### config.mk
export PLATFORM = sky130hd
export DESIGN_NAME = rf_write_arbiter
export DESIGN_NICKNAME = d
export VERILOG_FILES = /design/src/rtl/rf_write_arbiter_pkg.sv /design/src/rtl/rf_write_arbiter_rr.sv /design/src/rtl/rf_write_arbiter.sv
export SDC_FILE = /design/constraint.sdc
export NUM_CORES = 1
export LEC_CHECK = 0
export CORE_ASPECT_RATIO = 1.2
export CORE_MARGIN = 4
export CORE_UTILIZATION = 35
export CTS_BUF_LIST = sky130_fd_sc_hd__clkbuf_16
export DETAILED_ROUTE_END_ITERATION = 16
export GPL_TIMING_DRIVEN = 0
export PLACE_DENSITY = 0.82
export SLEW_MARGIN = 20
export SYNTH_ARGS = -nofsm -noshare
export SYNTH_HDL_FRONTEND = slang
export SYNTH_SLANG_ARGS = --single-unit
### constraint.sdc
create_clock -name iClk -period 3.4 [get_ports iClk]
set_clock_uncertainty 0.05 [all_clocks]
set_input_delay 0.68 -clock iClk [delete_from_list [all_inputs] [get_ports iClk]]
set_output_delay 0.68 -clock iClk [all_outputs]
set_load 0.01 [all_outputs]
### src/rtl/rf_write_arbiter_pkg.sv
// ISA widths and the register write transport shared by writeback, debug and the
// register file. The arbiter's FSM state type also lives here.
package rv32_isa;
    localparam int XLEN       = 32;
    localparam int REG_ADDR_W = 5;
endpackage

package reg_transport;
    import rv32_isa::*;

    typedef struct packed {
        logic [REG_ADDR_W-1:0] addr;
        logic [XLEN-1:0]       data;
    } reg_transport_t;

    typedef enum logic [1:0] {
        NORMAL = 2'd0,
        DBG    = 2'd1,
        YIELD  = 2'd2
    } rf_arb_state_t;
endpackage

### src/rtl/rf_write_arbiter_rr.sv
// Combinational round-robin picker: the first set request at or after ptr
// (wrapping) receives a one-hot grant. Shared with other write/issue arbiters.
module rr_arbiter #(
    parameter int NReq = 3
) (
    input  logic [NReq-1:0]         req,
    input  logic [$clog2(NReq)-1:0] ptr,
    output logic [NReq-1:0]         gnt
);
    logic found;
    int   idx;

    always_comb begin
        gnt   = '0;
        found = 1'b0;
        idx   = 0;
        for (int i = 0; i < NReq; i++) begin
            idx = (int'(ptr) + i) % NReq;
            if (!found && req[idx]) begin
                gnt[idx] = 1'b1;
                found    = 1'b1;
            end
        end
    end
endmodule

### src/rtl/rf_write_arbiter.sv
// Register file write-port arbiter: round-robin among writeback sources, debug
// preferred but forced to yield one slot after MaxDbgBurst back-to-back grants.
module rf_write_arbiter
    import reg_transport::*;
#(
    parameter int NReq        = 3,
    parameter int MaxDbgBurst = 4
) (
    input  logic                        iClk,
    input  logic                        nRst,
    input  logic [NReq-1:0]             iValid,
    input  reg_transport_t [NReq-1:0]   iRd,
    output logic [NReq-1:0]             oReady,
    input  logic                        iDbgValid,
    input  reg_transport_t              iDbgRd,
    output logic                        oDbgReady,
    output logic                        oWriteEn,
    output reg_transport_t              oRd,
    output logic                        oDbgYield
);
    localparam int PtrW = $clog2(NReq);
    localparam int CntW = $clog2(MaxDbgBurst + 1);
    localparam logic [CntW-1:0] CntMax = CntW'(MaxDbgBurst);

    rf_arb_state_t   state, state_n;
    logic [CntW-1:0] dbg_cnt, cnt_n;
    logic [PtrW-1:0] rr_ptr, ptr_n;
    logic [NReq-1:0] rr_gnt;
    logic            dbg_gnt, rr_en, xfer;
    reg_transport_t  sel;

    rr_arbiter #(.NReq(NReq)) u_rr (
        .req (iValid),
        .ptr (rr_ptr),
        .gnt (rr_gnt)
    );

    always_comb begin
        state_n = state;
        cnt_n   = dbg_cnt;
        dbg_gnt = 1'b0;
        rr_en   = 1'b0;
        unique case (state)
            DBG: begin
                if (!iDbgValid) begin
                    rr_en   = 1'b1;
                    cnt_n   = '0;
                    state_n = NORMAL;
                end else if (dbg_cnt < CntMax) begin
                    dbg_gnt = 1'b1;
                    cnt_n   = dbg_cnt + CntW'(1);
                end else if (|iValid) begin
                    rr_en   = 1'b1;
                    state_n = YIELD;
                end else begin
                    // nobody else is waiting, so debug keeps the port at saturation
                    dbg_gnt = 1'b1;
                end
            end
            default: begin
                // NORMAL and YIELD share behaviour; YIELD only lasts one cycle
                if (iDbgValid) begin
                    dbg_gnt = 1'b1;
                    cnt_n   = CntW'(1);
                    state_n = DBG;
                end else begin
                    rr_en   = 1'b1;
                    cnt_n   = '0;
                    state_n = NORMAL;
                end
            end
        endcase
    end

    // Readies must drop the instant reset asserts, not just at the next edge.
    assign oReady    = (rr_en && nRst) ? rr_gnt : '0;
    assign oDbgReady = dbg_gnt && nRst;
    assign oDbgYield = (state == YIELD);

    always_comb begin
        sel   = iDbgRd;
        ptr_n = rr_ptr;
        xfer  = oDbgReady;
        for (int k = 0; k < NReq; k++) begin
            if (oReady[k]) begin
                sel   = iRd[k];
                ptr_n = PtrW'((k + 1) % NReq);
                xfer  = 1'b1;
            end
        end
    end

    always_ff @(posedge iClk or negedge nRst) begin
        if (!nRst) begin
            state    <= NORMAL;
            dbg_cnt  <= '0;
            rr_ptr   <= '0;
            oWriteEn <= 1'b0;
            oRd      <= '0;
        end else begin
            state   <= state_n;
            dbg_cnt <= cnt_n;
            rr_ptr  <= ptr_n;
            // x0 is accepted but never reaches the register file
            oWriteEn <= xfer && (sel.addr != '0);
            if (xfer && (sel.addr != '0))
                oRd <= sel;
        end
    end
endmodule

==> results.md, run 1 <==
* Die area at 11100 um2
* Syn. warnings at 0
* Tot Pwr at 0.00433 W
* Largest family of logic cells by synthesized area: multiplexers
* CTS clk-pin slew, worst paths at 0.06 ns
* Critical-path maximum fanout at 8
* Net Sw Frac at 0.358
* Met3 WL post-DR at 924 um
* Layout area overhead at 82.9%
* Leakage power at 2.42 nW
* Largest net degree at the start of global routing at 34
* Clk_lat worst skew at 0.28 ns
* Top FF cell, synth: dfrtp_1
* Clock Path Buffers at 2
* Final worst slack at -0.159 ns
* Failing checks: setup timing
* Cts hold-fix bufs at 0
* Hold Vio Cnt, Final at 0
* Initial DRC Count at approximately 140
* Final Critical Period at 3.56 ns
* Run status: finished, violations left
* DR top layer: met4
* Tot GR Track Use at 0.213
* Unrepaired setup endpoints after global routing: yes
* Critical Path AT at 3.67 ns
* Asr flop ratio synth at 1.00
* Cells after synthesis at 320
* Synth Area in Adders at 0.0189
* R2R setup slack at -0.12 ns
* Vias in the first global route at 3811
* Detailed-route wire length at 12.3 mm
* # clock sinks at 45
* Yosys cell types at 57
* Max VDD drop at 0.000303 V
* Max Cap Viol at 0
* Post-synthesis xor/xnor area fraction at 0.00265
* Global-route wire length before repair at between 15 and 20 mm
* Worst setup path class: in2reg
* Die Y at 115 um
* Grt ovf at 0
* Seq pwr share at 0.217
* End point of the critical path: oRd[10]
* Syn avg cell area at 10.3 um2
* Metal-1 WL at between 4 and 5 mm
* Setup violators final at 34
* Net count after synthesis at 479
* Pwr dens at about 700 nW/um2
* Post-synth EDFFs at 0
* Post-synthesis compound-gate area fraction at 0.228
* Clock Root Buffer: clkbuf_16
* Fraction of layout cells with a size suffix above 1 at 0.212
* Simple-gate portion of the synthesized area at 0.124
* Max Clock Freq at roughly 280 MHz
* Mux contribution to synthesized area at 0.247
* Met2 WL post-DR at between 6 and 7 mm
* Drt drc at 0
* End of the worst register-to-register path: oRd[10]
* Synth Cell Area at 3310 um2
* Crit. End Element: flop
* Number of CTS-inserted buffers at 5
* P_int at between 0.002 and 0.003 W
* Antenna-violating nets left at 0
* HPWL after DPL at around 9.3 mm
* Antenna cells at 0
* Register area share after synthesis at 0.340
* Worst Setup SP: iValid[2]
* Worst-case reg-to-reg path depth at 13
* TritonRoute pass-1 iters at 4
* Antenna violations before repair at 0
* I/O pins at 197
* Req. time, crit path at approximately 3.5 ns
* DIE WIDTH at 96.8 um
* Comb power frac at 0.656
* Initial Util at 0.362
* Final RePlAce weighted congestion at slightly above 0.8
* Crit start category: primary input
* Max Slew Vio Count at 0
* Fin crit share at 1.05
* Post-layout util at 0.663
* Port buffer count at between 150 and 200
* Max_slew headroom at 0.527
* R2R Path Start: rr_ptr[0]
* # rows at 38
* Worst-margin pin slew at 0.709 ns
* Std-Cell Core Area at 9130 um2
* Clk pwr share at 0.126
* CTS tree: built
* Vias per cell at 5.30
* CTS H-Tree Depth at 2
* Vias at 3564
* Nets at 710
* Wire per inst at 18.4 um
* Setup TNS at -3.94 ns
* Min-delay worst type: in2async
* Synthesis-stage register bit count at 45
* Sw Pwr at 0.00155 W
-- area by class of cell --
class	count	area (um2)
Fill cell	699	3080
Clock buffer	5	125
Multi-Input combinational cell	248	2190
Clock inverter	3	42.5
Inverter	9	33.8
Tap cell	120	150
Timing Repair Buffer	226	2260
Sequential cell	45	1130
Buffer	16	118
-- registers in the layout (all words and copies together) (netlist names) --
signal / count
oRd: 37
state: 2
dbg_cnt: 3
oWriteEn: 1
rr_ptr: 2
-- cells by family after synthesis --
kind of cell,Yosys count
and+or+nand+nor,69
DFF,45
muxes,68
buffers and inverters,27
AOI/OAI and AO/OA,105
adders and majority gates,5
xor gates and xnor gates,1
-- Yosys cell counts (2+ instances only) --
master,count,area (um2)
dfrtp_1,45,1130
o211ai_1,2,15.0
and3_1,5,31.3
ha_1,5,62.6
nand3b_1,2,15.0
mux2_2,6,67.6
and4_1,3,26.3
nor4_1,2,12.5
nor2b_1,5,31.3
nand3_1,2,10.0
nor3_1,3,15.0
nand2b_1,5,31.3
and2_1,6,37.5
mux2i_1,36,360
a21o_1,3,22.5
o22ai_1,5,31.3
inv_1,9,33.8
a21oi_1,3,15.0
nand2_1,12,45.0
clkbuf_1,10,37.5
buf_6,3,33.8
o21ai_0,34,170
buf_2,4,20.0
nor4b_4,2,47.6
or2_2,3,18.8
mux2_4,26,390
nor2_1,15,56.3
a22oi_1,34,255
o221ai_1,2,17.5
-- worst min path at each step --
| stage | slack (ns) | cells after the start | startpoint | end |
|---|---|---|---|---|
| global placement | 0.44 | 1 | oRd[1] | oRd[1] |
| CTS | 0.27 | 1 | nRst | oRd[8] |
| detailed placement | 0.44 | 1 | oRd[20] | oRd[20] |
| global route | 0.28 | 1 | nRst | oRd[8] |
| finish | 0.26 | 1 | nRst | oRd[8] |
| floorplan | 0.33 | 0 | nRst | dbg_cnt[0] |
-- power groups by stage --
stage                     Sequential (W)  Combinational [W]  Clock, W
after floorplan                  0.00103            0.00128         0
after global placement          0.000933            0.00232         0
after detailed placement        0.000938            0.00237         0
after CTS                       0.000941            0.00281  0.000559
after global routing            0.000975            0.00302  0.000587
final                           0.000940            0.00284  0.000547
-- layout by cell type (no fill, tap or decap), types with 2 or more instances in the layout --
cell / instances
a21o_1: 3
a21oi_1: 3
a22oi_1: 33
and2_1: 5
and3_1: 4
and4_1: 2
buf_12: 3
buf_16: 2
buf_2: 3
buf_4: 24
buf_6: 3
buf_8: 3
clkbuf_1: 8
clkbuf_16: 5
clkdlybuf4s15_2: 3
clkdlybuf4s50_1: 190
dfrtp_1: 44
ha_1: 3
ha_4: 2
inv_1: 8
inv_2: 2
mux2_2: 6
mux2_4: 26
mux2i_1: 35
nand2_1: 10
nand2_2: 2
nand2b_1: 5
nand3_1: 2
nand3b_1: 2
nor2_1: 12
nor2_4: 3
nor2b_1: 5
nor3_1: 2
nor4b_4: 2
o211ai_1: 2
o21ai_0: 34
o221ai_1: 2
o22ai_1: 5
or2_2: 3
-- metal layers --
metal  up-vias  track usage
met2       156        0.409
li1       1674            -
met5         -            0
met1      1715        0.228
met4         0       0.0599
met3        19       0.0579
-- repair_timing --
action	CTS	global route
setup buffers	28	0
cloned	2	0
resized for setup	51	6
pin swaps	15	3
endpoints found under the setup margin	43	38
-- stage by stage --
step,worst slack [ns],std cells,instance area (um2),hold WS [ns]
floorplan,0.00549,320,3310,0.334
global placement,-2.45,636,5420,0.441
detailed placement,-1.34,637,5440,0.443
CTS,-0.104,673,6050,0.267
global route,-0.295,672,6050,0.280
finish,-0.159,672,6050,0.263
-- worst max-delay path: stages --
cell	delay, ns
clkdlybuf4s15_2	0.26
o31ai_1	0.54
o21ai_1	0.33
nand2_1	0.17
o221ai_1	0.18
nor4_4	0.22
o22ai_1	0.16
nor4b_4	0.36
a21oi_4	0.14
buf_12	0.19
buf_8	0.13
mux2_4	0.29
Power figures use the tool's default switching activity.
==> inputs of run 2 (changes only) <==
--- a/config.mk
+++ b/config.mk
@@ -7,11 +7,12 @@
 export LEC_CHECK = 0
 export CORE_ASPECT_RATIO = 1.2
 export CORE_MARGIN = 4
-export CORE_UTILIZATION = 35
+export CORE_UTILIZATION = 38
 export CTS_BUF_LIST = sky130_fd_sc_hd__clkbuf_16
 export DETAILED_ROUTE_END_ITERATION = 16
 export GPL_TIMING_DRIVEN = 0
-export PLACE_DENSITY = 0.82
+export PLACE_DENSITY = 0.84
+export REMOVE_ABC_BUFFERS = 1
 export SLEW_MARGIN = 20
 export SYNTH_ARGS = -nofsm -noshare
 export SYNTH_HDL_FRONTEND = slang
==> constraint.sdc (replaced) <==
create_clock -name iClk -period 3.8 [get_ports iClk]
set_clock_uncertainty 0.05 [all_clocks]
set_input_delay 0.76 -clock iClk [delete_from_list [all_inputs] [get_ports iClk]]
set_output_delay 0.76 -clock iClk [all_outputs]
set_load 0.01 [all_outputs]
==> results.md, run 2 (synthesis results as in run 1) <==
* DR top layer: met4
* Clk_lat worst skew at about 0.28 ns
* Fillers at 655
* Antenna cells at 0
* Clock Path Buffers at 2
* Seq pwr share at 0.227
* HPWL after DPL at 9.45 mm
* Number of CTS-inserted buffers at 5
* Vias at 3452
* Most common cell after layout, fill and taps aside: clkdlybuf4s50_1
* Setup TNS at 0 ns
* # clock sinks at 45
* R2R setup slack at 0.15 ns
* Fin crit share at 0.975
* Max VDD drop at 0.000258 V
* Worst-margin pin slew at 0.691 ns
* Setup violators final at 0
* Die Y at approximately 110 um
* Crit start category: primary input
* Metal-1 WL at 4.56 mm
* P_int at 0.00231 W
* CTS H-Tree Depth at 2
* Max Clock Freq at 270 MHz
* I/O pins at 197
* Pwr dens at between 600 and 700 nW/um2
* Max_slew headroom at 0.539
* Req. time, crit path at 3.91 ns
* Clock Root Buffer: clkbuf_16
* Comb power frac at 0.661
* Most frequent cells in the layout: clkdlybuf4s50_1 (191), dfrtp_1 (45), mux2i_1 (36)
* Largest net degree at the start of global routing at 34
* Vias per cell at 5.34
* Port buffer count at around 200
* CTS clk-pin slew, worst paths at 0.06 ns
* Post-DP Area at 5530 um2
* Max reg flops at 37
* Max Slew Vio Count at 0
* Run status: complete, no violations
* Critical Path AT at 3.82 ns
* Tot Pwr at roughly 0.0037 W
* Net Sw Frac at 0.375
* Initial Util at 0.388
* Largest register by flop count: oRd
* Std-Cell Core Area at 8520 um2
* Die area at 10300 um2
* Met2 WL post-DR at between 6 and 7 mm
* Crit. End Element: flop
* Cts hold-fix bufs at 0
* Vias in the first global route at roughly 3.6k
* Tot GR Track Use at 0.231
* Layout area overhead at 78.7%
* CTS tree: built
* Global-route wire length before repair at 18.3 mm
* DIE WIDTH at about 93 um
* Clk pwr share at 0.112
* Wire per inst at 19.3 um
* Max Cap Viol at 0
* Largest regs: oRd (37), dbg_cnt (3)
* Fin area at between 5000 and 6000 um2
* R2R Path Start: rr_ptr[0]
* Nets at roughly 690
* Hold Vio Cnt, Final at 0
* Grt ovf at 0
* # rows at 37
* Final RePlAce weighted congestion at about 0.91
* Leakage power at around 2.3 nW
* End of the worst register-to-register path: oRd[26]
* Antenna-violating nets left at 0
* Fraction of layout cells with a size suffix above 1 at 0.183
* Initial DRC Count at 138
* Sw Pwr at approximately 0.0014 W
* Met3 WL post-DR at 1.01 mm
* Worst-case reg-to-reg path depth at 13
* TritonRoute pass-1 iters at 5
* Worst setup path class: in2reg
* Final Critical Period at 3.71 ns
* Drt drc at 0
* Critical-path maximum fanout at 18
* Antenna violations before repair at 0
* Detailed-route wire length at 12.5 mm
* Min-delay worst type: in2async
[run 2: cell count changes in the layout (fill, tap and decap cells not counted), moves of 2 or more]
cell | previous run | this run
clkbuf_16 | 5 | 7
clkdlybuf4s15_2 | 3 | 0
buf_4 | 24 | 13
nor2_4 | 3 | 5
clkbuf_1 | 8 | 0
buf_8 | 3 | 0
[run 2: worst max path at each step]
| stage | startpoint | endpoint | slack (ns) | cells after the start |
|---|---|---|---|---|
| after CTS | rr_ptr[1] | oReady[2] | 0.003 | 9 |
| after global routing | iValid[0] | oRd[9] | -0.05 | 13 |
| after floorplan | rr_ptr[0] | oRd[0] | -1.01 | 11 |
| after detailed placement | iValid[2] | oRd[25] | -0.84 | 11 |
| final | iValid[0] | oRd[26] | 0.09 | 11 |
| after global placement | nRst | oReady[0] | -4.26 | 5 |
[run 2: power groups by stage]
stage | Combinational [W] | Clock (W) | Sequential, W
floorplan | 0.00112 | 0 | 0.000921
global route | 0.00259 | 0.000449 | 0.000868
CTS | 0.00233 | 0.000428 | 0.000837
global placement | 0.00206 | 0 | 0.000827
finish | 0.00244 | 0.000414 | 0.000837
detailed placement | 0.00222 | 0 | 0.000839
[run 2: repair_timing]
action,CTS,global route
resized for setup,15,20
cloned,1,3
buffers inserted,8,5
setup endpoints to repair,39,37
pin swaps,6,5
[run 2: layout make-up]
type	count	area [um2]	share of cell area
tap	117	146	0.0248
inverter	9	33.8	0.00572
clock buffer	5	125	0.0212
timing repair buffer	219	2250	0.381
multi-input combinational	249	2210	0.374
sequential	45	1130	0.191
clock inverter	3	17.5	0.00296
[run 2: stage by stage]
step                      cells  utilization  hold WS [ns]  setup slack, ns
final                       647        0.694         0.358           0.0946
after global routing        647        0.694         0.375          -0.0472
after CTS                   639        0.680         0.358          0.00321
after detailed placement    622        0.650         0.441           -0.836
after global placement      615        0.625         0.441            -4.26
after floorplan             302            -         0.414            -1.01
[run 2: per-layer routing]
metal | global-route usage | up-vias
met5 | 0 | -
met4 | 0.0649 | 0
met3 | 0.0604 | 14
met2 | 0.433 | 154
met1 | 0.256 | 1641
li1 | - | 1643
[run 2: critical path, cell delays in order]
cell           delay (ns)
dlygate4sd2_1        0.32
o31ai_1              0.49
o21a_4               0.35
a41oi_4              0.07
buf_16               0.20
nor4_2               0.36
o22ai_1              0.19
nor4b_4              0.35
a21oi_4              0.18
clkbuf_16            0.23
mux2_4               0.30
